===== src/rtl/key_pkg.sv =====
// key_pkg: definitions shared by the key input blocks.
//   key_fsm_e          per-key debounce/classification state
//   DefNumKeys         default number of key channels on the board
//   DefDebounceCycles  20 ms at 50 MHz
//   DefLongPressCycles 1 s at 50 MHz
package key_pkg;

    typedef enum logic [1:0] {
        IDLE         = 2'd0,
        PRESS_WAIT   = 2'd1,
        PRESSED      = 2'd2,
        RELEASE_WAIT = 2'd3
    } key_fsm_e;

    localparam int unsigned DefNumKeys         = 4;
    localparam int unsigned DefDebounceCycles  = 1_000_000;
    localparam int unsigned DefLongPressCycles = 50_000_000;

endpackage


===== src/rtl/key_filter.sv =====
// key_filter: one key channel. Synchronises an active-low raw button, debounces it and
// classifies it into press / release / long-press events.
//   clk          system clock
//   rst_n        synchronous active-low reset
//   key_n        raw button pin, active-low, asynchronous
//   key_state    debounced level, 1 while pressed
//   key_press    one-cycle pulse on an accepted press
//   key_release  one-cycle pulse on an accepted release
//   key_long     one-cycle pulse when a hold reaches LONG_PRESS_CYCLES
module key_filter
    import key_pkg::*;
#(
    parameter int unsigned DEBOUNCE_CYCLES   = DefDebounceCycles,
    parameter int unsigned LONG_PRESS_CYCLES = DefLongPressCycles
) (
    input  logic clk,
    input  logic rst_n,
    input  logic key_n,
    output logic key_state,
    output logic key_press,
    output logic key_release,
    output logic key_long
);

    localparam int unsigned CntW = $clog2(LONG_PRESS_CYCLES + 1);
    typedef logic [CntW-1:0] cnt_t;

    localparam cnt_t DebLast  = cnt_t'(DEBOUNCE_CYCLES - 1);
    localparam cnt_t LongLast = cnt_t'(LONG_PRESS_CYCLES - 1);
    localparam cnt_t LongMax  = cnt_t'(LONG_PRESS_CYCLES);
    localparam cnt_t CntOne   = cnt_t'(1);

    // sync_q holds the raw (active-low) pin; bit 1 is the second stage.
    logic [1:0] sync_q;
    logic       pressed;

    key_fsm_e state_q, state_d;
    cnt_t     cnt_q, cnt_d;
    cnt_t     dcnt_q, dcnt_d;
    logic     level_q, level_d;
    logic     press_q, press_d;
    logic     release_q, release_d;
    logic     long_q, long_d;

    assign pressed = ~sync_q[1];

    always_ff @(posedge clk) begin
        if (!rst_n) begin
            sync_q    <= 2'b11;
            state_q   <= IDLE;
            cnt_q     <= '0;
            dcnt_q    <= '0;
            level_q   <= 1'b0;
            press_q   <= 1'b0;
            release_q <= 1'b0;
            long_q    <= 1'b0;
        end else begin
            sync_q    <= {sync_q[0], key_n};
            state_q   <= state_d;
            cnt_q     <= cnt_d;
            dcnt_q    <= dcnt_d;
            level_q   <= level_d;
            press_q   <= press_d;
            release_q <= release_d;
            long_q    <= long_d;
        end
    end

    always_comb begin
        state_d   = state_q;
        cnt_d     = cnt_q;
        dcnt_d    = dcnt_q;
        level_d   = level_q;
        press_d   = 1'b0;
        release_d = 1'b0;
        long_d    = 1'b0;

        unique case (state_q)
            IDLE: begin
                if (pressed) begin
                    state_d = PRESS_WAIT;
                    cnt_d   = '0;
                end
            end
            PRESS_WAIT: begin
                if (!pressed) begin
                    state_d = IDLE;
                    cnt_d   = '0;
                end else if (cnt_q == DebLast) begin
                    state_d = PRESSED;
                    level_d = 1'b1;
                    press_d = 1'b1;
                    cnt_d   = '0;
                end else begin
                    cnt_d = cnt_q + CntOne;
                end
            end
            PRESSED: begin
                if (cnt_q == LongLast) begin
                    long_d = 1'b1;
                end
                // Saturating at LongMax is what makes key_long fire only once per press.
                if (cnt_q != LongMax) begin
                    cnt_d = cnt_q + CntOne;
                end
                if (!pressed) begin
                    state_d = RELEASE_WAIT;
                    dcnt_d  = '0;
                end
            end
            RELEASE_WAIT: begin
                // Hold time keeps running so a rejected release bounce leaves key_long timing intact.
                if (cnt_q != LongMax) begin
                    cnt_d = cnt_q + CntOne;
                end
                if (pressed) begin
                    state_d = PRESSED;
                end else if (dcnt_q == DebLast) begin
                    state_d   = IDLE;
                    level_d   = 1'b0;
                    release_d = 1'b1;
                    cnt_d     = '0;
                    dcnt_d    = '0;
                end else begin
                    dcnt_d = dcnt_q + CntOne;
                end
            end
            default: state_d = IDLE;
        endcase
    end

    assign key_state   = level_q;
    assign key_press   = press_q;
    assign key_release = release_q;
    assign key_long    = long_q;

endmodule


===== src/rtl/key_scan.sv =====
// key_scan: NUM_KEYS independent debounced key channels.
//   clk          system clock (50 MHz)
//   rst_n        synchronous active-low reset
//   key_n        raw button pins, active-low, asynchronous
//   key_state    debounced levels, 1 while pressed
//   key_press    one-cycle press pulses
//   key_release  one-cycle release pulses
//   key_long     one-cycle long-press pulses
module key_scan
    import key_pkg::*;
#(
    parameter int unsigned NUM_KEYS          = DefNumKeys,
    parameter int unsigned DEBOUNCE_CYCLES   = DefDebounceCycles,
    parameter int unsigned LONG_PRESS_CYCLES = DefLongPressCycles
) (
    input  logic                clk,
    input  logic                rst_n,
    input  logic [NUM_KEYS-1:0] key_n,
    output logic [NUM_KEYS-1:0] key_state,
    output logic [NUM_KEYS-1:0] key_press,
    output logic [NUM_KEYS-1:0] key_release,
    output logic [NUM_KEYS-1:0] key_long
);

    for (genvar i = 0; i < NUM_KEYS; i++) begin : g_key
        key_filter #(
            .DEBOUNCE_CYCLES  (DEBOUNCE_CYCLES),
            .LONG_PRESS_CYCLES(LONG_PRESS_CYCLES)
        ) u_key_filter (
            .clk        (clk),
            .rst_n      (rst_n),
            .key_n      (key_n[i]),
            .key_state  (key_state[i]),
            .key_press  (key_press[i]),
            .key_release(key_release[i]),
            .key_long   (key_long[i])
        );
    end

endmodule


===== config.mk =====
export PLATFORM = sky130hd
export DESIGN_NAME = key_scan
export DESIGN_NICKNAME = d
export VERILOG_FILES = /design/src/rtl/key_pkg.sv /design/src/rtl/key_filter.sv /design/src/rtl/key_scan.sv
export SDC_FILE = /design/constraint.sdc
export NUM_CORES = 1
export LEC_CHECK = 0
export CAP_MARGIN = 15
export CORE_MARGIN = 5
export CORE_UTILIZATION = 56
export CTS_CLUSTER_SIZE = 12
export DETAILED_ROUTE_END_ITERATION = 10
export DONT_BUFFER_PORTS = 1
export GPL_ROUTABILITY_DRIVEN = 0
export PLACE_DENSITY = 0.67
export RECOVER_POWER = 100
export SYNTH_ARGS = -nofsm -noshare
export SYNTH_HDL_FRONTEND = slang
export SYNTH_SLANG_ARGS = --single-unit

===== constraint.sdc =====
create_clock -name clk -period 5.7 [get_ports clk]
set_input_delay 1.14 -clock clk [delete_from_list [all_inputs] [get_ports clk]]
set_output_delay 1.14 -clock clk [all_outputs]
set_load 0.01 [all_outputs]

# After elaboration in Yosys (flattened, before gate mapping)
# Index checks and enable logic that the tools add are counted.
# totals
regBits	240
latchBits	0
ram_bits	0
rom_bits	0
input_bits	6
mem_count	0
# op_classes
n_addsub	8
multipliers	0
n_div	0
magnitude_cmp	0
eq_ne	60
shift	0
muxes	104
n_bitwise	5
n_reduce_logical	36
# op_table
operator	n
2-to-1 mux 26 bit	36
case mux 26 bit (4 select lines)	4
adder 26 x 1 -> 26 bit (second input constant)	8
== test 26 x 20 -> 1 bit (second input constant)	8
case mux 26 bit (2 select lines)	4
== test 26 bit (second input constant)	4
inequality test 26 bit (second input constant)	4
2-to-1 mux 2 bit	24
inequality test 2 x 1 -> 1 bit (second input constant)	16
case mux 2 bit (4 select lines)	4
2-to-1 mux 1 bit	28
AND reduction 3 bit	8
AND reduction 5 bit	4
== test 2 bit (second input constant)	8
inequality test 2 bit (second input constant)	8
AND reduction 4 bit	4
nonzero test 2 bit	8
inequality test 3 x 1 -> 1 bit (second input constant)	4
inequality test 3 bit (second input constant)	4
OR reduction 3 bit	4
== test 2 x 1 -> 1 bit (second input constant)	4
zero test 2 bit	4
case mux 1 bit (2 select lines)	4
AND reduction 2 bit	4
inverter 1 bit	5

# Logic depth before layout (Yosys ltp)
# depth
depth_word	5
ltp_mapped	10
depth_no_buf	8

# Hierarchy
# A second synthesis with hierarchy kept.
# unflattened
hier_cells	1777
hier_area_um2	13773.2
# modules_own_cells
module	n_inst	cells_each	area_each_um2	seq_area_each_um2
key_filter (g_key[1].u_key_filter ...)	2	445	3459.6	1201.2
key_filter (g_key[3].u_key_filter)	1	446	3450.8	1201.2
key_filter (g_key[0].u_key_filter)	1	441	3403.3	1201.2

# Worst setup path after synthesis
# OpenSTA, ideal clock, no wires.
# synth_timing
path_kind	in2reg
start	input port rst_n
end	register g_key[3].u_key_filter.cnt_q[2]
setup_time_ns	0.072
arrival_ns	2.488
required_ns	5.628
slack_ns	3.141
stages	5
n_path_buf	1
cell_sequence	clkinv_1 nor4_1 clkbuf_1 a31oi_1 mux2i_1
# synth_lines
element	line_no	rtl
from (decl)	key_scan.sv:17	input logic rst_n,
to (signal assigned)	key_filter.sv:60	cnt_q <= cnt_d;
to (decl)	key_filter.sv:38	cnt_t cnt_q, cnt_d;

==> reports/results.md <==
| Metric | Value | Unit |
|:---|:---|:---|
| Post-Syn Nets | 1621 | - |
| Number of antenna diodes | 0 | - |
| Number of warnings issued by yosys | 0 | - |
| Count of buffers from port buffering | 0 | - |
| Async set or reset register ratio after synthesis | 0 | % |
| DRC errors left | 0 | - |
| Critical Setup Path Class | in2reg | - |
| GRT Overall Usage | 22.6 | % |
| Buffer count from post-CTS setup fixing | 0 | - |
| Cell internal pwr | 0.00262 | W |
| Critical path endpoint category | register | - |
| Clk sinks | 240 | - |
| Slowest library cell on the worst path | sky130_fd_sc_hd__clkbuf_1 | - |
| Number of primary I/O pins | 22 | - |
| Violated checks | capacitance limit | - |
| CTS HTree Levels | 1 | - |
| Combinational Power Share | 2.0 | % |
| Power Density | 248 | nW/µm² |
| Per-cell via count in the routed design | 6.19 | - |
| DRC marker count from the first detailed-route iteration | 781 | - |
| Total iterations of the first detailed-routing run | 5 | - |
| Die extent in y | 161 | µm |
| Flop and latch count out of synthesis | 240 | - |
| Path type of the worst min-delay path | reg2reg | - |
| Slew of the pin with the lowest slew margin | 1490 | ps |
| Clock transition at the registers of the reported paths | 60 | ps |
| Total grt overflow | 0 | - |
| Worst path cell trace | inv_1 > clkbuf_1 > nor2_1 > a221oi_1 > nand2_1 | - |
| Number of CTS-inserted buffers | 26 | - |
| Fraction of power spent switching nets | 21.6 | % |
| Number of gates given a new drive strength after cts | 0 | - |
| Clock root buffer | sky130_fd_sc_hd__clkbuf_16 | - |
| Top FF cell, synth | sky130_fd_sc_hd__dfxtp_1 | - |
| Required time at the worst-slack endpoint | 6110 | ps |
| Aggregate negative setup slack | 0 | ps |
| Number of vias in the routed layout | 11500 | - |
| Leakage power summed over all cells | 4.46 | nW |
| Clock Power Share | 47.4 | % |
| Sequential cell fraction of total power | 50.6 | % |
| Average wire length per cell after detail routing | 16.2 | µm |
| Remaining number of nets flagged by the antenna check after routing | 0 | - |
| Run status | finished with violations | - |
| Number of buffers inserted by hold repair at cts | 0 | - |
| Half-perimeter wire length after detailed placement | 20500 | µm |
| Placement-stage cell area | 12700 | µm² |
| Mapped cell area | 12700 | µm² |
| Largest area contributor in the netlist | sky130_fd_sc_hd__dfxtp_1 | - |
| Cell variety after synth | 78 | - |
| Most frequent cells in the layout | sky130_fd_sc_hd__dfxtp_1, sky130_fd_sc_hd__nor2_1, sky130_fd_sc_hd__nand2_1, sky130_fd_sc_hd__nand3_1, sky130_fd_sc_hd__nand4_1 | - |
| Sequential-to-total area share from yosys stat | 37.8 | % |
| Initial standard-cell utilization of the core | 56.5 | % |
| Synthesized area per cell | 7.92 | µm² |
| Final critical path time including I/O delays and setup | 3900 | ps |
| Number of antenna violations at the first check in global routing | 0 | - |
| Crit-path max FO | 84 | - |
| Setup Viol. Count Final | 0 | - |
| Worst slew margin | 0.820 | % |
| Max-cap viol count | 1 | - |
| Die extent in x | 161 | µm |
| Number of global-route vias before repair | 10400 | - |
| Clock tree from TritonCTS | yes | - |
| Bufs on Longest Clock Path | 3 | - |
| Hold Vio Cnt, Final | 0 | - |
| Largest delay share family, worst path | buffers and inverters | - |
| Max Transition Viols Final | 0 | - |
| Clock latency on the worst-skew pair | 530 | ps |
| Arrival time of data at the critical path endpoint | 4310 | ps |
| Cell count after synthesis | 1603 | - |
| Area enclosed by the die boundary | 25800 | µm² |
| Leading cell type in the layout, fill and taps excluded | sky130_fd_sc_hd__dfxtp_1 | - |
| RSZ-0062 raised after global routing | no | - |
| Global-route wire length before repair | 51000 | µm |
| Worst vdd rail ir drop | 192 | µV |
| Placeable core region | 22500 | µm² |
| Kind of launch point of the worst setup path | input pin | - |
| Synth area leaders | sky130_fd_sc_hd__dfxtp_1, sky130_fd_sc_hd__nor2_1, sky130_fd_sc_hd__nand2_1 | - |
| Setup skew after layout | 12.2 | ps |
| Fin crit share | 68.4 | % |
| Area of all placed cells without fillers | 13500 | µm² |
| Net switching power | 0.000721 | W |
| Yosys top cell area share | 37.8 | % |
| Growth of design area from synthesis to finish | 5.92 | % |
| Total number of nets in the final design | 1568 | - |
| Slack of the worst reg-to-reg path | 2010 | ps |
| Final wirelength | 30100 | µm |
| Pin count of the biggest net entering global routing | 85 | - |
| Worst Path Buf+Inv | 2 | - |
| Post-synth EDFFs | 0 | - |
| Fraction of final layout cells with drive strength greater than 1 | 4.34 | % |
| Largest stage delay, worst path | 1160 | ps |
| Highest clock frequency the design can meet | 0.256 | GHz |
| Number of placement rows | 55 | - |
==> power groups by stage <==
stage | logic, W | registers, W | clock network, W
final | 0.0000683 | 0.00169 | 0.00158
after global routing | 0.0000766 | 0.00169 | 0.00169
after CTS | 0.0000698 | 0.00169 | 0.00162
after detailed placement | 0.0000697 | 0.00173 | 0
after global placement | 0.0000692 | 0.00173 | 0
after floorplan | 0.0000634 | 0.00172 | 0
==> per-stage QoR <==
step | hold slack [ps] | util, % | power, W | instances | setup slack (ps)
floorplan | 386 | - | 0.00179 | 1603 | 3140
global placement | 390 | 56.5 | 0.00180 | 1806 | 2670
detailed placement | 399 | 56.5 | 0.00180 | 1806 | 2570
CTS | 417 | 60.0 | 0.00338 | 1850 | 2760
global route | 431 | 59.8 | 0.00346 | 1851 | 1570
finish | 410 | 59.8 | 0.00334 | 1851 | 1800
==> final timing paths <==
path | start | endpoint | cells after the start
worst max-delay path | rst_n | g_key[0].u_key_filter.cnt_q[20]$_SDFFE_PN0P_ | 5
worst min-delay path | g_key[3].u_key_filter.sync_q[0]$_SDFF_PN1_ | g_key[3].u_key_filter.sync_q[1]$_SDFF_PN1_ | 1
worst max register to register | g_key[2].u_key_filter.dcnt_q[13]$_SDFFE_PN0P_ | g_key[2].u_key_filter.dcnt_q[17]$_SDFFE_PN0P_ | 7
worst min register to register | g_key[3].u_key_filter.sync_q[0]$_SDFF_PN1_ | g_key[3].u_key_filter.sync_q[1]$_SDFF_PN1_ | 1
==> per-layer routing <==
| layer | vias up | track usage [%] | part of all wire (%) |
|---|---|---|---|
| met1 | 5304 | 33.1 | 49 |
| met5 | - | 0 | 0 |
| met3 | 54 | 3.44 | 5.3 |
| li1 | 5789 | - | - |
| met2 | 303 | 35.1 | 44 |
| met4 | 0 | 5.63 | 1.9 |
==> worst reg2reg max path: stages, from the launching register on <==
cell	delay (ps)
sky130_fd_sc_hd__dfxtp_1	350
sky130_fd_sc_hd__or4b_2	670
sky130_fd_sc_hd__nor4_1	620
sky130_fd_sc_hd__a311oi_1	190
sky130_fd_sc_hd__clkbuf_1	250
sky130_fd_sc_hd__o21ai_0	900
sky130_fd_sc_hd__clkbuf_1	480
sky130_fd_sc_hd__nor2_1	100
==> logic make-up (layout without fill, tap and decap cells) <==
kind of cell               Yosys count  count (layout)  share of synthesized area (%)
AOI/OAI and AO/OA                  306             306                           16.2
xor gates and xnor gates            91              91                           6.27
adders and majority gates           12              12                           1.18
buffers and inverters              132              95                           4.64
DFF                                240             240                           37.8
muxes                                3               3                          0.236
and+or+nand+nor                    819             819                           33.6
==> area by class of cell <==
class	instances	area (µm²)
Clock inverter	7	35.0
Clock buffer	37	763
Timing Repair Buffer	13	63.8
Inverter	38	143
Fill cell	2046	9050
Multi-Input combinational cell	1231	7290
Tap cell	285	357
Sequential cell	240	4800
==> synth_stat cells, types with 17 or more instances <==
| library cell | count |
|---|---|
| sky130_fd_sc_hd__dfxtp_1 | 240 |
| sky130_fd_sc_hd__nor2_1 | 183 |
| sky130_fd_sc_hd__nand2_1 | 169 |
| sky130_fd_sc_hd__nand3_1 | 87 |
| sky130_fd_sc_hd__nand4_1 | 79 |
| sky130_fd_sc_hd__a21oi_1 | 71 |
| sky130_fd_sc_hd__clkbuf_1 | 56 |
| sky130_fd_sc_hd__nor4_1 | 55 |
| sky130_fd_sc_hd__a31oi_1 | 54 |
| sky130_fd_sc_hd__nor3_1 | 54 |
| sky130_fd_sc_hd__o21ai_0 | 53 |
| sky130_fd_sc_hd__xnor2_1 | 49 |
| sky130_fd_sc_hd__and3_1 | 43 |
| sky130_fd_sc_hd__xor2_1 | 42 |
| sky130_fd_sc_hd__inv_1 | 37 |
| sky130_fd_sc_hd__and2_1 | 21 |
| sky130_fd_sc_hd__and4_1 | 17 |
==> sequential cells by signal, summed over array words and instances, names as in the netlist, named ones only <==
name,count
g_key.u_key_filter.key_release,4
g_key.u_key_filter.key_press,4
g_key.u_key_filter.key_long,4
g_key.u_key_filter.cnt_q,104
g_key.u_key_filter.sync_q,8
g_key.u_key_filter.key_state,4
g_key.u_key_filter.dcnt_q,104
g_key.u_key_filter.state_q,4
Note: power is estimated with default switching activity, not from simulation.
